## src/rtl/boron_iter_core_if.sv

```systemverilog
// Handshake bundle for the BORON cipher core: block input channel,
// ciphertext output channel and a busy status flag.
interface boron_iter_core_if #(
  parameter int KEY_WIDTH = 128
);
  logic                 in_valid;
  logic                 in_ready;
  logic [63:0]          plain_txt;
  logic [KEY_WIDTH-1:0] key_in;
  logic                 out_valid;
  logic                 out_ready;
  logic [63:0]          cipher_txt;
  logic                 busy;

  // Producer/consumer side that talks to the core.
  modport master (
    output in_valid,
    output plain_txt,
    output key_in,
    output out_ready,
    input  in_ready,
    input  out_valid,
    input  cipher_txt,
    input  busy
  );

  // The cipher core itself.
  modport slave (
    input  in_valid,
    input  plain_txt,
    input  key_in,
    input  out_ready,
    output in_ready,
    output out_valid,
    output cipher_txt,
    output busy
  );
endinterface

```

## src/rtl/boron_iter_core.sv

```systemverilog
// BORON 64-bit block cipher engine, 25 rounds, 80- or 128-bit key with a
// PRESENT-style key schedule. RPC rounds are cascaded per clock; the
// ciphertext is registered and held until the consumer takes it.
module boron_iter_core #(
  parameter int KEY_WIDTH = 128,
  parameter int RPC       = 1
) (
  input  logic               clk,
  input  logic               reset,
  boron_iter_core_if.slave   bus
);

  // Round counter bit position XORed into the key during the schedule.
  localparam int CNT_LO = (KEY_WIDTH == 128) ? 62 : 15;
  // Value of rnd at the start of the cycle that finishes round 25.
  localparam logic [4:0] LAST_RND = 5'(26 - RPC);

  if (!(KEY_WIDTH == 80 || KEY_WIDTH == 128)) begin : g_bad_key_width
    $error("boron_iter_core: KEY_WIDTH must be 80 or 128");
  end
  if (!(RPC == 1 || RPC == 5 || RPC == 25)) begin : g_bad_rpc
    $error("boron_iter_core: RPC must be 1, 5 or 25");
  end

  typedef enum logic [1:0] {
    IDLE = 2'd0,
    RUN  = 2'd1,
    DONE = 2'd2
  } fsm_t;

  fsm_t                 fsm_reg;
  logic [63:0]          state_reg;
  logic [KEY_WIDTH-1:0] key_reg;
  logic [4:0]           rnd_reg;
  logic [63:0]          cipher_reg;
  logic                 in_ready_reg;
  logic                 out_valid_reg;
  logic                 busy_reg;

  // 4-bit BORON substitution box.
  function automatic logic [3:0] boron_sbox(input logic [3:0] x);
    logic [3:0] y;
    case (x)
      4'h0: y = 4'hE;
      4'h1: y = 4'h4;
      4'h2: y = 4'hB;
      4'h3: y = 4'h1;
      4'h4: y = 4'h7;
      4'h5: y = 4'h9;
      4'h6: y = 4'hC;
      4'h7: y = 4'hA;
      4'h8: y = 4'hD;
      4'h9: y = 4'h2;
      4'hA: y = 4'h0;
      4'hB: y = 4'hF;
      4'hC: y = 4'h8;
      4'hD: y = 4'h5;
      4'hE: y = 4'h3;
      default: y = 4'h6;
    endcase
    return y;
  endfunction

  // Nibble shuffle inside one 16-bit word: (n3 n2 n1 n0) -> (n1 n0 n3 n2).
  function automatic logic [15:0] block_shuffle(input logic [15:0] w);
    return {w[7:4], w[3:0], w[15:12], w[11:8]};
  endfunction

  // Word rotations: word0 <<< 1, word1 <<< 4, word2 <<< 7, word3 <<< 9.
  function automatic logic [63:0] round_p(input logic [63:0] s);
    logic [15:0] w0, w1, w2, w3;
    w0 = s[15:0];
    w1 = s[31:16];
    w2 = s[47:32];
    w3 = s[63:48];
    return {{w3[6:0],  w3[15:7]},
            {w2[8:0],  w2[15:9]},
            {w1[11:0], w1[15:12]},
            {w0[14:0], w0[15]}};
  endfunction

  // Word mixing; the last word folds in the already-updated word 0.
  function automatic logic [63:0] boron_xor(input logic [63:0] s);
    logic [15:0] w0, w1, w2, w3;
    w0 = s[15:0]  ^ s[31:16];
    w1 = s[31:16] ^ s[47:32];
    w2 = s[47:32] ^ s[63:48];
    w3 = s[63:48] ^ w0;
    return {w3, w2, w1, w0};
  endfunction

  // One full data round with round key rk.
  function automatic logic [63:0] boron_round(input logic [63:0] s,
                                              input logic [63:0] rk);
    logic [63:0] x;
    logic [63:0] y;
    x = s ^ rk;
    for (int n = 0; n < 16; n++) begin
      x[4*n +: 4] = boron_sbox(x[4*n +: 4]);
    end
    for (int w = 0; w < 4; w++) begin
      y[16*w +: 16] = block_shuffle(x[16*w +: 16]);
    end
    return boron_xor(round_p(y));
  endfunction

  // Key schedule step for round counter value i.
  function automatic logic [KEY_WIDTH-1:0] key_update(
      input logic [KEY_WIDTH-1:0] k,
      input logic [4:0]           i);
    logic [KEY_WIDTH-1:0] r;
    r = {k[KEY_WIDTH-62:0], k[KEY_WIDTH-1:KEY_WIDTH-61]};
    r[KEY_WIDTH-1 -: 4] = boron_sbox(r[KEY_WIDTH-1 -: 4]);
    if (KEY_WIDTH == 128) begin
      r[KEY_WIDTH-5 -: 4] = boron_sbox(r[KEY_WIDTH-5 -: 4]);
    end
    r[CNT_LO +: 5] = r[CNT_LO +: 5] ^ i;
    return r;
  endfunction

  // Cascade of RPC rounds evaluated combinationally from the registers.
  logic [63:0]          st_c  [0:RPC];
  logic [KEY_WIDTH-1:0] key_c [0:RPC];

  assign st_c[0]  = state_reg;
  assign key_c[0] = key_reg;

  for (genvar gi = 0; gi < RPC; gi++) begin : g_round
    logic [4:0] rnd_idx;
    assign rnd_idx       = rnd_reg + 5'(gi);
    assign st_c[gi + 1]  = boron_round(st_c[gi], key_c[gi][63:0]);
    assign key_c[gi + 1] = key_update(key_c[gi], rnd_idx);
  end

  // Control FSM with registered handshake outputs and datapath registers.
  always_ff @(posedge clk) begin
    if (reset) begin
      fsm_reg       <= IDLE;
      state_reg     <= '0;
      key_reg       <= '0;
      rnd_reg       <= '0;
      cipher_reg    <= '0;
      in_ready_reg  <= 1'b1;
      out_valid_reg <= 1'b0;
      busy_reg      <= 1'b0;
    end else begin
      case (fsm_reg)
        IDLE: begin
          if (bus.in_valid) begin
            state_reg    <= bus.plain_txt;
            key_reg      <= bus.key_in;
            rnd_reg      <= 5'd1;
            in_ready_reg <= 1'b0;
            busy_reg     <= 1'b1;
            fsm_reg      <= RUN;
          end
        end
        RUN: begin
          state_reg <= st_c[RPC];
          key_reg   <= key_c[RPC];
          if (rnd_reg == LAST_RND) begin
            // Round 25 done: whiten with K26 and present the result.
            cipher_reg    <= st_c[RPC] ^ key_c[RPC][63:0];
            out_valid_reg <= 1'b1;
            busy_reg      <= 1'b0;
            rnd_reg       <= '0;
            fsm_reg       <= DONE;
          end else begin
            rnd_reg <= rnd_reg + 5'(RPC);
          end
        end
        DONE: begin
          if (bus.out_ready) begin
            out_valid_reg <= 1'b0;
            in_ready_reg  <= 1'b1;
            fsm_reg       <= IDLE;
          end
        end
        default: begin
          fsm_reg       <= IDLE;
          in_ready_reg  <= 1'b1;
          out_valid_reg <= 1'b0;
          busy_reg      <= 1'b0;
        end
      endcase
    end
  end

  assign bus.in_ready   = in_ready_reg;
  assign bus.out_valid  = out_valid_reg;
  assign bus.cipher_txt = cipher_reg;
  assign bus.busy       = busy_reg;

endmodule

```

## src/flat_wrapper.sv

```systemverilog
// flat-port wrapper written by rule: the top's interface ports become plain ports
module boron_iter_core_flat 
#(
  parameter int KEY_WIDTH = 128,
  parameter int RPC       = 1
)
  (clk, reset, bus_in_valid, bus_plain_txt, bus_key_in, bus_out_ready, bus_in_ready, bus_out_valid, bus_cipher_txt, bus_busy);
  boron_iter_core_if #(.KEY_WIDTH(KEY_WIDTH)) bus_i ();
  input  logic clk;
  input  logic reset;
  input wire logic [$bits(bus_i.in_valid)-1:0] bus_in_valid;
  input wire logic [$bits(bus_i.plain_txt)-1:0] bus_plain_txt;
  input wire logic [$bits(bus_i.key_in)-1:0] bus_key_in;
  input wire logic [$bits(bus_i.out_ready)-1:0] bus_out_ready;
  output wire logic [$bits(bus_i.in_ready)-1:0] bus_in_ready;
  output wire logic [$bits(bus_i.out_valid)-1:0] bus_out_valid;
  output wire logic [$bits(bus_i.cipher_txt)-1:0] bus_cipher_txt;
  output wire logic [$bits(bus_i.busy)-1:0] bus_busy;
  assign bus_i.in_valid = bus_in_valid;
  assign bus_i.plain_txt = bus_plain_txt;
  assign bus_i.key_in = bus_key_in;
  assign bus_i.out_ready = bus_out_ready;
  assign bus_in_ready = bus_i.in_ready;
  assign bus_out_valid = bus_i.out_valid;
  assign bus_cipher_txt = bus_i.cipher_txt;
  assign bus_busy = bus_i.busy;
  boron_iter_core #(.KEY_WIDTH(KEY_WIDTH), .RPC(RPC)) u_core (.clk(clk), .reset(reset), .bus(bus_i));
endmodule
```

## config.mk

```make
export PLATFORM = sky130hd
export DESIGN_NAME = boron_iter_core_flat
export DESIGN_NICKNAME = d
export VERILOG_FILES = /design/src/rtl/boron_iter_core_if.sv /design/src/rtl/boron_iter_core.sv /design/src/flat_wrapper.sv
export SDC_FILE = /design/constraint.sdc
export NUM_CORES = 1
export LEC_CHECK = 0
export ABC_CLOCK_PERIOD_IN_PS = 6000
export CAP_MARGIN = 20
export CORE_UTILIZATION = 55
export DETAILED_ROUTE_END_ITERATION = 8
export GPL_TIMING_DRIVEN = 0
export HOLD_SLACK_MARGIN = 0.08
export PLACE_DENSITY = 0.82
export RECOVER_POWER = 25
export SYNTH_ARGS = -nofsm -noshare
export SYNTH_HDL_FRONTEND = slang
export SYNTH_SLANG_ARGS = --single-unit
```

## constraint.sdc

```tcl
create_clock -name clk -period 6 [get_ports clk]
set_input_delay 1.8 -clock clk [delete_from_list [all_inputs] [get_ports clk]]
set_output_delay 1.8 -clock clk [all_outputs]
set_load 0.03 [all_outputs]
```

[Word level (Yosys, flattened, before mapping)]
Memory sizes are Yosys's and may differ from the RTL's. A register that Yosys moved wholly into a read port is not among the register bits.
Cells that the tools add are included.
Operators by class
  add/sub/neg operators: 1
  equal/unequal tests: 6
  muxes and demuxes: 24
  bitwise logic cells: 10
  reduce and logical (&&, ||, !) cells: 8
Operator list (count)
  $pmux 128 s2: 1
  $mux 128: 1
  $pmux 64 s2: 1
  $xor 64x64->64: 2
  $mux 64: 1
  $xor 16x16->16: 4
  $mux 4: 4
  $reduce_and 3->1: 4
  $mux 5: 2
  $pmux 5 s2: 1
  $pmux 1 s3: 3
  $mux 1: 6
  $mux 2: 3
  $pmux 2 s3: 1
  $add 5x1->5 const B: 1
  $eq 5x5->1 const B: 1
  $xor 5x5->5: 1
  $ne 2x2->1 const B: 2
  $reduce_and 2->1: 2
  $not 1->1: 3
  $eq 2x1->1 const B: 1
  $eq 2x2->1 const B: 1
  $logic_not 2->1: 1
  $ne 2x1->1 const B: 1
  $reduce_bool 2->1: 1
Word-level totals
  register bits: 266
  bits in read-only memories: 1152
  bits of input ports: 196
  memories: 18
Memory list
  (no name shown): depth 16, bits a word 4, read ports 1, clocked after memory_dff 1, write ports 0, RTL line boron_iter_core.sv:43  | case (x)
  (no name shown): depth 16, bits a word 4, read ports 1, clocked after memory_dff 1, write ports 0, RTL line boron_iter_core.sv:43
  (no name shown): depth 16, bits a word 4, read ports 1, clocked after memory_dff 0, write ports 0, RTL line boron_iter_core.sv:43
  (no name shown): depth 16, bits a word 4, read ports 1, clocked after memory_dff 0, write ports 0, RTL line boron_iter_core.sv:43
  (no name shown): depth 16, bits a word 4, read ports 1, clocked after memory_dff 0, write ports 0, RTL line boron_iter_core.sv:43
  (no name shown): depth 16, bits a word 4, read ports 1, clocked after memory_dff 0, write ports 0, RTL line boron_iter_core.sv:43
  +12 memories

[Depth between registers and ports, before layout]
  depth in word-level cells: 5
  gate-level depth with buffers: 10

[Worst setup path after synthesis]
OpenSTA, ideal clock, no wires.
  kind: input to register
  start point: input bus_in_valid
  end point: register, netlist name u_core.key_c[123]
  library setup time: 58 ps
  arrival time: 3527 ps
  required time: 5942 ps
  setup slack: 2415 ps
  stages: 8
  buffers on the path: 1
  cells stage by stage: o21ba_2 -> clkbuf_1 -> nor2_1 -> a311oi_1 -> inv_1 -> ha_1 -> mux4_2 -> inv_1
On the way
  longest elaborated chain between the ends: 4
Ends and longest elaborated chain
  from (decl): RTL line flat_wrapper.sv:11  | input wire logic [$bits(bus_i.in_valid)-1:0] bus_in_valid;
  $ne 2x2->1 (no source line)
  $reduce_and 2->1 (no source line)
  $mux 4 (no source line) (2 in a row)
No other way between the ends.
A chain may end at the register's enable or synchronous reset.

[Worst setup path after layout]
  start point: input bus_in_valid
  end point: register u_core.key_reg[51]
On the way
  longest elaborated chain between the ends: 2
Ends and longest elaborated chain
  $ne 2x2->1 (no source line)
  $reduce_and 2->1 (no source line)
  to (signal assigned): RTL line boron_iter_core.sv:151  | key_reg <= bus.key_in;
  to (signal assigned): RTL line boron_iter_core.sv:160  | key_reg <= key_c[RPC];
  to (decl): RTL line boron_iter_core.sv:33  | logic [KEY_WIDTH-1:0] key_reg;
No other way between the ends.

==> run_results.csv <==
group,metric,value,unit
setup_path,crit_path_start_kind,"input port",
route,detail-route-antenna-nets,0,
yosys,yosysTopAreaCellShare,35.2,%
die,die_area,29000,sq um
yosys,synth_top_cell_by_area,"dfxtp_1",
route,drtIter0Drc,1815,
cells_and_area,layout_commonest_cell,"nand2_1",
yosys,synth_seq_cells,274,
route,drc,0,
grt,grt_pass1_wl,90.2,mm
placed_design,port_buffers,261,
cts,worstSkewPairLatency,580,ps
grt,grt.overflow.total,0,
timing,finalHoldViolations,0,
cts,cts_buffers,31,
cts,path_clk_slew,60,ps
cells_and_area,largest_reg_flops,128,
yosys,synthTopCellsByArea,"dfxtp_1 35%, xnor2_1 8.7%, nand2_1 7.9%",
flow_run,cap_violations,0,
grt,first_global_vias,15118,
route,routed_wl,62.3,mm
cells_and_area,final_cell_mix,"326 x nand2_1, 274 x dfxtp_1, 256 x clkdlybuf4s50_1",
timing,skew,19.0,ps
timing,setup_tns,0,ps
cells_and_area,antennaDiodeCount,0,
yosys,syn-cell-area,15600,sq um
cts,root_buffer,"clkbuf_16",
cts,clock-sinks,274,
cts,cts_setup_buffers,0,
cells_and_area,register_area,5490,sq um
timing,slew_violations,0,
grt,grt_antenna_before_repair,2,
worst_hold_path,hold_class,"flop to flop",
yosys,postSynth.asyncResetShare,0,%
timing,tightest_slew,1260,ps
cells_and_area,syn2layout_area_growth,26.7,%
setup_path,crit_type,"input port to flop",
cts,cts-resized-gates,0,
die,core-area,27900,sq um
setup_path,crit_fanout,10,
timing,max_freq,191,MHz
die,die_w,170,microns
power,power.leakage,7.57,nW
power,power_density,419,nW/um^2
timing,max-slew-margin-rel,16.3,%
cells_and_area,multiInputGateArea,9460,sq um
timing,rsz0062_at_grt,"false",
outcome,outcome,"completed",
route,vias_per_cell,6.34,
die,fp.dieH,170,microns
route,wl_per_cell,24.5,microns
yosys,synth_edf_count,0,
yosys,syn_inst,1841,
yosys,synth_flop_cell,"dfxtp_1",
setup_path,end_kind,"flop",
cells_and_area,layout.nets,2361,
yosys,seq_area_frac_synth,35.2,%
timing,period_share,87.0,%
cts,h-tree-depth,1,
cells_and_area,drive_gt1_share,4.99,%
placed_design,gp_congestion,1.01,
cells_and_area,fin_util,70.9,%
grt,grt_util_all_layers,42.1,%
yosys,syn-num-nets,2063,
setup_path,crit_required,6390,ps
die,rows,61,
power,peakVddDrop,239,uV
cts,clockBufferDepth,3,
cells_and_area,fillers,2231,
power,p_total,0.00827,W
placed_design,dpl.hpwl,47.0,mm
grt,grt_max_degree,15,
yosys,synth.distinct_cells,56,
route,vias,16107,
die,start_util,55.9,%
yosys,yosysWarnings,0,
yosys,syn_area_per_cell,8.47,sq um
cts,hold_buffers,0,
timing,fin_crit,5220,ps
timing,finalSetupViolCount,0,
route,drt-pass1-iter-count,9,
setup_path,arrival,5620,ps
die,ios,263,
cts,cts_tree,"yes",
## where the power goes
| group | switching [W] | total, W | internal, W |
|---|---|---|---|
| combinational | 0.00236 | 0.00407 | 0.00171 |
| sequential | 0.000204 | 0.00220 | 0.00200 |
| clock | 0.000815 | 0.00200 | 0.00118 |
| total | 0.00338 | 0.00827 | 0.00490 |
## routing by layer
metal,track usage (%),up-vias,wire [microns]
li1,-,7181,-
met1,55.1,7679,24400
met2,66.3,1029,27600
met3,5.91,218,6500
met4,24.1,0,3870
met5,0,-,0
## area by class of cell
cell class,instances,share of cell area (%)
clock buffers,47,4.69
flip-flops and latches,274,27.8
inverters,39,0.741
plain buffers,131,2.50
multi-input cells,1397,47.9
clock inverters,10,0.659
well taps,378,2.39
repair buffers,265,13.4
## worst max-delay path, stage by stage
cell	delay, ps
dlygate4sd3_1	710
o21ba_1	270
clkbuf_1	350
clkbuf_1	840
clkbuf_1	760
clkbuf_1	650
a311oi_1	210
## per-stage QoR
step / cell area (sq um) / setup WS, ps / hold WS [ps] / instances
2_1_floorplan: 15600 / 2420 / 440 / 1841
3_3_place_gp: 18700 / 563 / 447 / 2480
3_5_place_dp: 18700 / 550 / 453 / 2483
4_1_cts: 19700 / 1100 / 459 / 2540
5_1_grt: 19800 / 750 / 478 / 2541
6_report: 19800 / 778 / 456 / 2541
## cell families (layout without fill, tap and decap cells)
family                   count (synthesis)  after routing  synth area share [%]
adder cells (fa/ha/maj)                 26             26                  2.09
buffers and inverters                  170            492                  4.11
AND/OR/NAND/NOR                        573            573                  14.8
XOR/XNOR                               243            243                  15.8
multiplexers                           102            102                  7.64
flip-flops                             274            274                  35.2
AO/OA/AOI/OAI                          453            453                  20.4
## synth_stat cells, types with 7 or more instances
cell type  number
o22ai_1        28
xor2_1         58
nor2_1        168
mux2_2         20
o211ai_1       14
dfxtp_1       274
o311ai_0        7
ha_1           26
xnor2_1       154
xor3_1         10
a21o_1          7
clkbuf_1      124
nor3_1         21
mux4_2         11
o21ai_0        88
a311oi_1      130
a211oi_1       23
o221ai_1       27
xnor2_2        12
nand2_1       326
inv_1          39
nand3_1        28
a21oi_1        92
mux2i_1        69
a221oi_1       17
## path summary, 6_finish.rpt
kind	from	end	slack, ps	depth (start not counted)
hold / removal	u_core.key_c[125]$_DFF_P_	u_core.key_reg[125]$_SDFFE_PP0N_	460	2
setup / recovery	bus_in_valid	u_core.key_reg[51]$_SDFFE_PP0N_	780	7
hold reg to reg	u_core.key_c[125]$_DFF_P_	u_core.key_reg[125]$_SDFFE_PP0N_	460	2
setup reg to reg	u_core.fsm_reg[0]$_SDFFE_PP0P_	u_core.key_reg[51]$_SDFFE_PP0N_	2310	6
No activity file was read; power rests on OpenSTA's default activity.
